$ cat src/rtl/poly_encode12_if.sv
// poly_encode12_if: handshake bundle for the 12-bit coefficient packer.
//   in_valid/in_coeff/in_ready    : coefficient stream into the packer
//   out_valid/out_data/out_ready  : packed byte stream out of the packer
//   out_last                      : qualifies the final byte of a polynomial
//   done                          : one-cycle pulse after the final byte handshake
// master = producer/consumer side (testbench/system), slave = packer.
interface poly_encode12_if;
  logic        in_valid;
  logic [11:0] in_coeff;
  logic        in_ready;
  logic        out_valid;
  logic [7:0]  out_data;
  logic        out_ready;
  logic        out_last;
  logic        done;

  modport master (
    output in_valid, in_coeff, out_ready,
    input  in_ready, out_valid, out_data, out_last, done
  );

  modport slave (
    input  in_valid, in_coeff, out_ready,
    output in_ready, out_valid, out_data, out_last, done
  );
endinterface

$ cat src/rtl/poly_encode12.sv
// poly_encode12: streaming ByteEncode_12 packer. Collects two 12-bit
// coefficients {c1,c0} and emits them as three little-endian bytes; a
// polynomial of N coefficients yields 3N/2 bytes, the last flagged by
// out_last, followed by a one-cycle done pulse.
// Ports:
//   clk  - rising-edge clock
//   rst  - asynchronous active-low reset
//   bus  - poly_encode12_if.slave (coefficient in, byte out, out_last, done)
// Parameters: Q (modulus), N (coefficients per polynomial, even),
//             REDUCE (1: map Q..4095 to c-Q before packing).
module poly_encode12 #(
  parameter int Q      = 3329,
  parameter int N      = 256,
  parameter int REDUCE = 1
) (
  input logic            clk,
  input logic            rst,
  poly_encode12_if.slave bus
);

  localparam int NBYTES = 3 * N / 2;
  localparam int BW     = $clog2(NBYTES);
  localparam int CW     = (N > 1) ? $clog2(N) : 1;
  localparam logic [11:0]   QV       = 12'(Q);
  localparam logic [BW-1:0] LAST_IDX = BW'(NBYTES - 1);
  localparam logic [CW-1:0] LAST_COE = CW'(N - 1);

  typedef enum logic [1:0] {COLLECT0, COLLECT1, EMIT} state_t;

  state_t        state_q, state_d;
  logic [11:0]   c0_q, c0_d, c1_q, c1_d;
  logic [1:0]    sel_q, sel_d;
  logic [CW-1:0] coef_q, coef_d;
  logic [BW-1:0] byte_q, byte_d;
  logic [7:0]    data_q, data_d;
  logic          last_q, last_d;
  logic          done_q, done_d;
  // Holds in_ready low through reset and until the first edge after release.
  logic          run_q;

  logic [11:0]   r;
  logic          in_ready, out_valid, in_hs, out_hs, last_byte;

  always_comb begin
    r = bus.in_coeff;
    if (REDUCE != 0 && bus.in_coeff >= QV) r = bus.in_coeff - QV;
  end

  assign in_ready  = run_q && (state_q != EMIT);
  assign out_valid = (state_q == EMIT);
  assign in_hs     = bus.in_valid && in_ready;
  assign out_hs    = out_valid && bus.out_ready;
  assign last_byte = (byte_q == LAST_IDX);

  assign bus.in_ready  = in_ready;
  assign bus.out_valid = out_valid;
  assign bus.out_data  = data_q;
  assign bus.out_last  = last_q;
  assign bus.done      = done_q;

  // out_data/out_last are registered: the next byte is loaded on the edge
  // that enters EMIT or completes the previous byte handshake.
  always_comb begin
    state_d = state_q;
    c0_d    = c0_q;
    c1_d    = c1_q;
    sel_d   = sel_q;
    coef_d  = coef_q;
    byte_d  = byte_q;
    data_d  = data_q;
    last_d  = last_q;
    done_d  = 1'b0;
    case (state_q)
      COLLECT0: begin
        if (in_hs) begin
          c0_d    = r;
          coef_d  = (coef_q == LAST_COE) ? '0 : coef_q + 1'b1;
          state_d = COLLECT1;
        end
      end
      COLLECT1: begin
        if (in_hs) begin
          c1_d    = r;
          coef_d  = (coef_q == LAST_COE) ? '0 : coef_q + 1'b1;
          sel_d   = 2'd0;
          data_d  = c0_q[7:0];
          last_d  = last_byte;
          state_d = EMIT;
        end
      end
      EMIT: begin
        if (out_hs) begin
          byte_d = last_byte ? '0 : byte_q + 1'b1;
          done_d = last_byte;
          if (last_byte) coef_d = '0;
          case (sel_q)
            2'd0: begin
              sel_d  = 2'd1;
              data_d = {c1_q[3:0], c0_q[11:8]};
              last_d = (byte_d == LAST_IDX);
            end
            2'd1: begin
              sel_d  = 2'd2;
              data_d = c1_q[11:4];
              last_d = (byte_d == LAST_IDX);
            end
            default: begin
              sel_d   = 2'd0;
              last_d  = 1'b0;
              state_d = COLLECT0;
            end
          endcase
        end
      end
      default: state_d = COLLECT0;
    endcase
  end

  always_ff @(posedge clk or negedge rst) begin
    if (!rst) begin
      state_q <= COLLECT0;
      c0_q    <= '0;
      c1_q    <= '0;
      sel_q   <= '0;
      coef_q  <= '0;
      byte_q  <= '0;
      data_q  <= '0;
      last_q  <= 1'b0;
      done_q  <= 1'b0;
      run_q   <= 1'b0;
    end else begin
      state_q <= state_d;
      c0_q    <= c0_d;
      c1_q    <= c1_d;
      sel_q   <= sel_d;
      coef_q  <= coef_d;
      byte_q  <= byte_d;
      data_q  <= data_d;
      last_q  <= last_d;
      done_q  <= done_d;
      run_q   <= 1'b1;
    end
  end

endmodule

$ cat src/flat_wrapper.sv
// flat-port wrapper written by rule: the top's interface ports become plain ports
module poly_encode12_flat 
#(
  parameter int Q      = 3329,
  parameter int N      = 256,
  parameter int REDUCE = 1
)
  (clk, rst, bus_in_valid, bus_in_coeff, bus_out_ready, bus_in_ready, bus_out_valid, bus_out_data, bus_out_last, bus_done);
  poly_encode12_if bus_i ();
  input logic clk;
  input logic rst;
  input wire logic [$bits(bus_i.in_valid)-1:0] bus_in_valid;
  input wire logic [$bits(bus_i.in_coeff)-1:0] bus_in_coeff;
  input wire logic [$bits(bus_i.out_ready)-1:0] bus_out_ready;
  output wire logic [$bits(bus_i.in_ready)-1:0] bus_in_ready;
  output wire logic [$bits(bus_i.out_valid)-1:0] bus_out_valid;
  output wire logic [$bits(bus_i.out_data)-1:0] bus_out_data;
  output wire logic [$bits(bus_i.out_last)-1:0] bus_out_last;
  output wire logic [$bits(bus_i.done)-1:0] bus_done;
  assign bus_i.in_valid = bus_in_valid;
  assign bus_i.in_coeff = bus_in_coeff;
  assign bus_i.out_ready = bus_out_ready;
  assign bus_in_ready = bus_i.in_ready;
  assign bus_out_valid = bus_i.out_valid;
  assign bus_out_data = bus_i.out_data;
  assign bus_out_last = bus_i.out_last;
  assign bus_done = bus_i.done;
  poly_encode12 #(.Q(Q), .N(N), .REDUCE(REDUCE)) u_core (.clk(clk), .rst(rst), .bus(bus_i));
endmodule
$ cat config.mk
export PLATFORM = sky130hd
export DESIGN_NAME = poly_encode12_flat
export DESIGN_NICKNAME = d
export VERILOG_FILES = /design/src/rtl/poly_encode12_if.sv /design/src/rtl/poly_encode12.sv /design/src/flat_wrapper.sv
export SDC_FILE = /design/constraint.sdc
export NUM_CORES = 1
export LEC_CHECK = 0
export ABC_AREA = 1
export CAP_MARGIN = 25
export CORE_ASPECT_RATIO = 1.2
export CORE_MARGIN = 2
export CORE_UTILIZATION = 40
export CTS_CLUSTER_SIZE = 8
export DETAILED_ROUTE_END_ITERATION = 6
export SYNTH_ARGS = -nofsm -noshare
export SYNTH_HDL_FRONTEND = slang
export SYNTH_SLANG_ARGS = --single-unit
export TNS_END_PERCENT = 30
$ cat constraint.sdc
create_clock -name clk -period 1.8 [get_ports clk]
set_input_delay 0.36 -clock clk [delete_from_list [all_inputs] [get_ports clk]]
set_output_delay 0.36 -clock clk [all_outputs]
set_load 0.02 [all_outputs]
==> flow_summary.json, run 1 <==
{
  "antenna_found_initial": 0,
  "ioPinCount": 28,
  "ant_nets": 0,
  "max-vdd-ir-drop_mv": 0.631,
  "layout_setup_ws_ns": 0.0865,
  "static-leakage-power_nw": 1.82,
  "synth_cell_types": 32,
  "grt_max_degree": 19,
  "stdcell_area_um2": 3640,
  "path_depth": 10,
  "criticalPathCategory": "primary input to register",
  "drive_above_1_share": 0.195,
  "row_count": 33,
  "hp-class": "register to register",
  "crit_path_start_kind": "primary input",
  "die_h_um": 94.6,
  "io_buffer_count": 27,
  "die_x_um": 79.5,
  "syn_to_final_growth_pct": 33.0,
  "synthFlopType": "dfrtp_1",
  "grt_pass1_vias": 2429,
  "grt_usage": 0.191,
  "clockBufferDepth": 2,
  "cts_root_buffer": "clkbuf_8",
  "n_antenna_cell": 0,
  "synth_edf_count": 0,
  "worst_path_most_repeated_cell": "nand2_1",
  "whs_ns": 0.485,
  "final_nets": 469,
  "p_total_mw": 4.57,
  "synthTopCellsByArea": "dfrtp_1, nand2_1, inv_1, nor2_1, o21ai_0",
  "placed_area_um2": 3480,
  "placed_cells": 523,
  "slew_violations": 0,
  "hold_start": "u_core.c1_q[3]",
  "reg2reg_from": "u_core.state_q[0]",
  "dp_slack_ns": -0.300,
  "cp_top_family": "buffers and inverters",
  "cp-startpoint": "bus_in_coeff[11]",
  "syn-num-nets": 389,
  "start_util": 0.406,
  "drc": 0,
  "clkSinkCount": 48,
  "synth_top_area_frac": 0.439,
  "cp.arrival_ns": 1.91,
  "final-instance-count-excl-fill": 534,
  "yosys_warnings": 0,
  "syn_avg_cell_area_um2": 7.47,
  "use_met2": 0.345,
  "grt_overflow": 0,
  "grt_util_met3": 0.0268,
  "place_hpwl_um": 5210,
  "gp_congestion": 0.876,
  "outcome": "completed",
  "numCtsBuffers": 5,
  "worst-endpoint-required_ns": 2.00,
  "dieArea_um2": 7510,
  "maxCapViolations": 0,
  "syn_area_um2": 2730,
  "setup_tns_ns": 0,
  "path_clk_slew_ns": 0.09,
  "final_util": 0.540,
  "synth_cells": 366,
  "routed_wl_um": 6520,
  "drtIter0Drc": 173,
  "r2r_cells": 8,
  "yosys.area.top_type": "dfrtp_1",
  "worstHoldPathCells": 2,
  "routed_via_density": 4.78,
  "worst-path-buf-inv": 3,
  "critPathCaptureType": "register",
  "slowest_stage": "clkdlybuf4s50_1",
  "post-route-period-util": 0.952,
  "finalSetupViolations": 0,
  "avgRoutedWirePerCell_um": 12.2,
  "power_density_nw_per_um2": 1260,
  "grt_setup_unrepaired": "yes",
  "use_met1": 0.232,
  "ys_seq_area_frac": 0.439,
  "finClkSkew_ns": 0.00982,
  "path_cells": "clkdlybuf4s50_1 -> nand2_2 -> nor3_4 -> buf_4 -> nand3_4 -> buf_12 -> nand4_1 -> nand2_1 -> nand2_1 -> nand2_1",
  "grt_pass1_wl_um": 11300,
  "hold_violations": 0,
  "ys_ff_latch": 48,
  "cpPeakStageDelay_ns": 0.50,
  "gr-max-usage-layer": "met2",
  "ys_async_sr_fraction": 1.00,
  "h-tree-depth": 2,
  "final.min_clock_period_ns": 1.71,
  "clk_latency_ns": 0.30,
  "num_vias": 2551,
  "timing.fmax_mhz": 584,
  "drtPass1Iterations": 4,
  "crit_path_max_fanout": 8,
  "coreArea_um2": 6730,
  "cts_tree": "yes"
}
-- cells in the mapped netlist (2+ instances only) --
| master | number |
|---|---|
| nand3_4 | 2 |
| o21ai_0 | 27 |
| clkbuf_1 | 4 |
| nand2_2 | 7 |
| buf_2 | 2 |
| inv_2 | 4 |
| dfrtp_1 | 48 |
| nand2_1 | 117 |
| nand4_1 | 11 |
| a21oi_1 | 18 |
| ha_1 | 7 |
| nand3_1 | 23 |
| nor2_2 | 3 |
| inv_1 | 37 |
| xor2_1 | 4 |
| nor2_1 | 36 |
-- layout make-up --
class                      count  area (µm²)
tap                           87         109
clock inverter                 3        46.3
inverter                      41         154
sequential                    48        1200
clock buffer                   5        68.8
fill                         657        3090
timing repair buffer          80         688
multi-input combinational    270        1370
-- repair_timing --
item | CTS | global route
pin swaps | 0 | 1
gates resized for setup | 2 | 6
hold endpoints to repair | 16 | 0
setup buffers | 0 | 2
hold buffers | 1 | 0
setup endpoints to repair | 2 | 34
-- logic make-up (layout without fill, tap and decap cells) --
group                      after synthesis  after routing  synth area share
and+or+nand+nor                        205            205             0.338
AOI/OAI and AO/OA                       52             52             0.106
DFF                                     48             48             0.439
buffers and inverters                   48            129            0.0673
adders and majority gates                7              7            0.0320
xor gates and xnor gates                 5              5            0.0160
other                                    1              1           0.00137
-- worst reg2reg max path, stage by stage, from the launching register on --
cell and delay [ns]:
dfrtp_1 0.36, inv_1 0.08, ha_4 0.19, buf_4 0.14
o21ai_0 0.21, nand2_2 0.15, buf_4 0.17, a21oi_1 0.13
a21oi_1 0.08
-- registers in the layout, indices dropped and copies added, names as in the netlist --
signal / cells
u_core.run_q: 1
u_core.byte_q: 9
u_core.bus.out_last: 1
u_core.bus.done: 1
u_core.c1_q: 12
u_core.state_q: 2
u_core.c0_q: 12
u_core.sel_q: 2
u_core.bus.out_data: 8
-- cells in the final DEF (no fill, tap or decap), types with 2 or more instances in the layout --
cell	count
nand2_1	115
buf_4	50
dfrtp_1	48
inv_1	36
nor2_1	35
o21ai_0	26
clkdlybuf4s50_1	24
nand3_1	23
a21oi_1	18
nand4_1	11
nand2_2	9
ha_1	6
inv_2	5
clkbuf_8	5
nor2_2	4
xor2_1	4
nand3_4	2
dlygate4sd2_1	2
buf_12	2
-- path summary, 6_finish.rpt --
check	slack, ns	end
setup / recovery	0.09	u_core.c1_q[6]
hold / removal	0.48	u_core.c1_q[3]
setup reg to reg	0.18	u_core.bus.out_data[2]
hold reg to reg	0.48	u_core.c1_q[3]
max in group asynchronous	0.73	u_core.bus.out_data[6]
min in group asynchronous	0.53	u_core.c1_q[4]
-- per-layer routing --
metal | wire, µm | part of all wire | vias up
met1 | 2890 | 0.44 | 1169
met2 | 3420 | 0.52 | 40
met4 | 73 | 0.011 | 0
met5 | 0 | 0 | -
met3 | 139 | 0.021 | 5
li1 | - | - | 1337
-- report_power, final --
part           leakage [nW]  total [mW]  switching (mW)  internal (mW)
clock                0.0548       0.790           0.372          0.418
sequential            0.602        1.81           0.282           1.53
combinational          1.17        1.97            1.10          0.871
total                  1.82        4.57            1.75           2.82
Note: power is estimated with default switching activity, not from simulation.
==> run 2, diff against run 1 <==
- TNS_END_PERCENT: 30 -> 100
==> flow_summary.json, run 2 (same netlist as run 1, synthesis figures left out) <==
{
  "row_count": 33,
  "die_h_um": 94.6,
  "n_antenna_cell": 0,
  "start_util": 0.406,
  "io_buffer_count": 27,
  "hp-class": "register to register",
  "grt_pass1_vias": 2429,
  "worst-endpoint-required_ns": 2.00,
  "internal_power_mw": 2.82,
  "die_x_um": 79.5,
  "maxCapViolations": 0,
  "drtIter0Drc": 172,
  "drc": 0,
  "reg.largest.list": "u_core.c0_q (12), u_core.c1_q (12), u_core.byte_q (9)",
  "clockBufferDepth": 2,
  "crit_path_max_fanout": 8,
  "power_switching_mw": 1.76,
  "hold_violations": 0,
  "outcome": "completed",
  "antenna_found_initial": 0,
  "finalSetupViolations": 0,
  "slew_violations": 0,
  "ant_nets": 0,
  "cp.arrival_ns": 1.91,
  "clk_latency_ns": 0.31,
  "power_frac_clock": 0.173,
  "whs_ns": 0.487,
  "drtPass1Iterations": 4,
  "layout_setup_ws_ns": 0.0917,
  "combPwrFrac": 0.431,
  "ioPinCount": 28,
  "coreArea_um2": 6730,
  "place_hpwl_um": 5210,
  "stdcell_area_um2": 3640,
  "h-tree-depth": 2,
  "timing.fmax_mhz": 585,
  "finClkSkew_ns": 0.00938,
  "setup_tns_ns": 0,
  "final.min_clock_period_ns": 1.71,
  "syn_to_final_growth_pct": 33.1,
  "swShare": 0.384,
  "p_total_mw": 4.57,
  "cts_root_buffer": "clkbuf_8",
  "power_density_nw_per_um2": 1260,
  "clkSinkCount": 48,
  "dp_slack_ns": -0.300,
  "max-vdd-ir-drop_mv": 0.631,
  "grt_pass1_wl_um": 11300,
  "layout_common_cells": "nand2_1, buf_4, dfrtp_1",
  "num_vias": 2531,
  "path_clk_slew_ns": 0.09,
  "grt_overflow": 0,
  "drive_above_1_share": 0.197,
  "gp_congestion": 0.876,
  "post-route-period-util": 0.949,
  "placed_area_um2": 3480,
  "grt_max_degree": 19,
  "dieArea_um2": 7510,
  "layout_commonest_cell": "nand2_1",
  "routed_wl_um": 6520,
  "cts_tree": "yes",
  "avgRoutedWirePerCell_um": 12.2,
  "crit_path_start_kind": "primary input",
  "numCtsBuffers": 5,
  "seqPwrFrac": 0.396,
  "final_nets": 469,
  "critPathCaptureType": "register",
  "static-leakage-power_nw": 1.82,
  "criticalPathCategory": "primary input to register",
  "grt_usage": 0.191,
  "routed_via_density": 4.74
}
run 2: cell count changes in the layout (fill, tap and decap cells not counted), sizes merged:
cell	previous run	this run
dlygate4sd2	2	1
clkdlybuf4s15	0	1
run 2: final timing paths:
check                             startpoint                     end  slack [ns]  cells past startpoint
max                         bus_in_coeff[11]          u_core.c1_q[6]        0.09                     10
min                           u_core.c1_q[3]          u_core.c1_q[3]        0.49                      2
max reg2reg                u_core.state_q[0]  u_core.bus.out_data[2]        0.18                      8
min reg2reg                   u_core.c1_q[3]          u_core.c1_q[3]        0.49                      2
max in group asynchronous                rst  u_core.bus.out_data[6]        0.73                      3
min in group asynchronous                rst          u_core.c1_q[4]        0.52                      2
run 2: power by group through the flow:
| stage | Combinational [mW] | Sequential, mW | Clock, mW |
|---|---|---|---|
| 6_report | 1.97 | 1.81 | 0.793 |
| 5_1_grt | 2.23 | 1.86 | 0.865 |
| 4_1_cts | 1.96 | 1.80 | 0.817 |
| 3_5_place_dp | 1.96 | 1.82 | 0 |
| 3_3_place_gp | 1.93 | 1.80 | 0 |
| 2_1_floorplan | 1.05 | 1.88 | 0 |
run 2: layout make-up:
cell class                 instances  area (µm²)
clock inverter                     3        46.3
multi-input combinational        270        1370
sequential                        48        1200
clock buffer                       5        68.8
fill                             658        3090
tap                               87         109
timing repair buffer              80         689
inverter                          41         154
run 2: worst max-delay path, stage by stage:
cell	delay (ns)
clkdlybuf4s50_1	0.50
nand2_2	0.09
nor3_4	0.24
buf_4	0.16
nand3_4	0.09
buf_12	0.16
nand4_1	0.08
nand2_1	0.08
nand2_1	0.09
nand2_1	0.06
run 2: routing by layer:
layer | wire length, µm | vias up | global-route usage
met2 | 3440 | 35 | 0.345
met4 | 46 | 0 | 0.0603
li1 | - | 1339 | -
met1 | 2900 | 1155 | 0.232
met3 | 123 | 2 | 0.0268
met5 | 0 | - | 0
run 2: timing repair:
action                                 4_1_cts  5_1_grt
hold buffers                                 1        0
setup endpoints to repair                    2       34
cloned                                       0        0
pin swaps                                    0        1
endpoints found under the hold margin       16        0
resized for setup                            2        8
buffers inserted                             0        2
run 2: metrics by stage:
stage | cells | utilization
floorplan | 366 | -
global placement | 523 | 0.517
detailed placement | 523 | 0.517
CTS | 532 | 0.535
global route | 534 | 0.541
finish | 534 | 0.541
==> run 3, diff against run 2 <==
- HOLD_SLACK_MARGIN: unset -> 0.06
==> results of run 3 <==
Same layout as run 2: the final DEF is identical, and so are final timing and power.
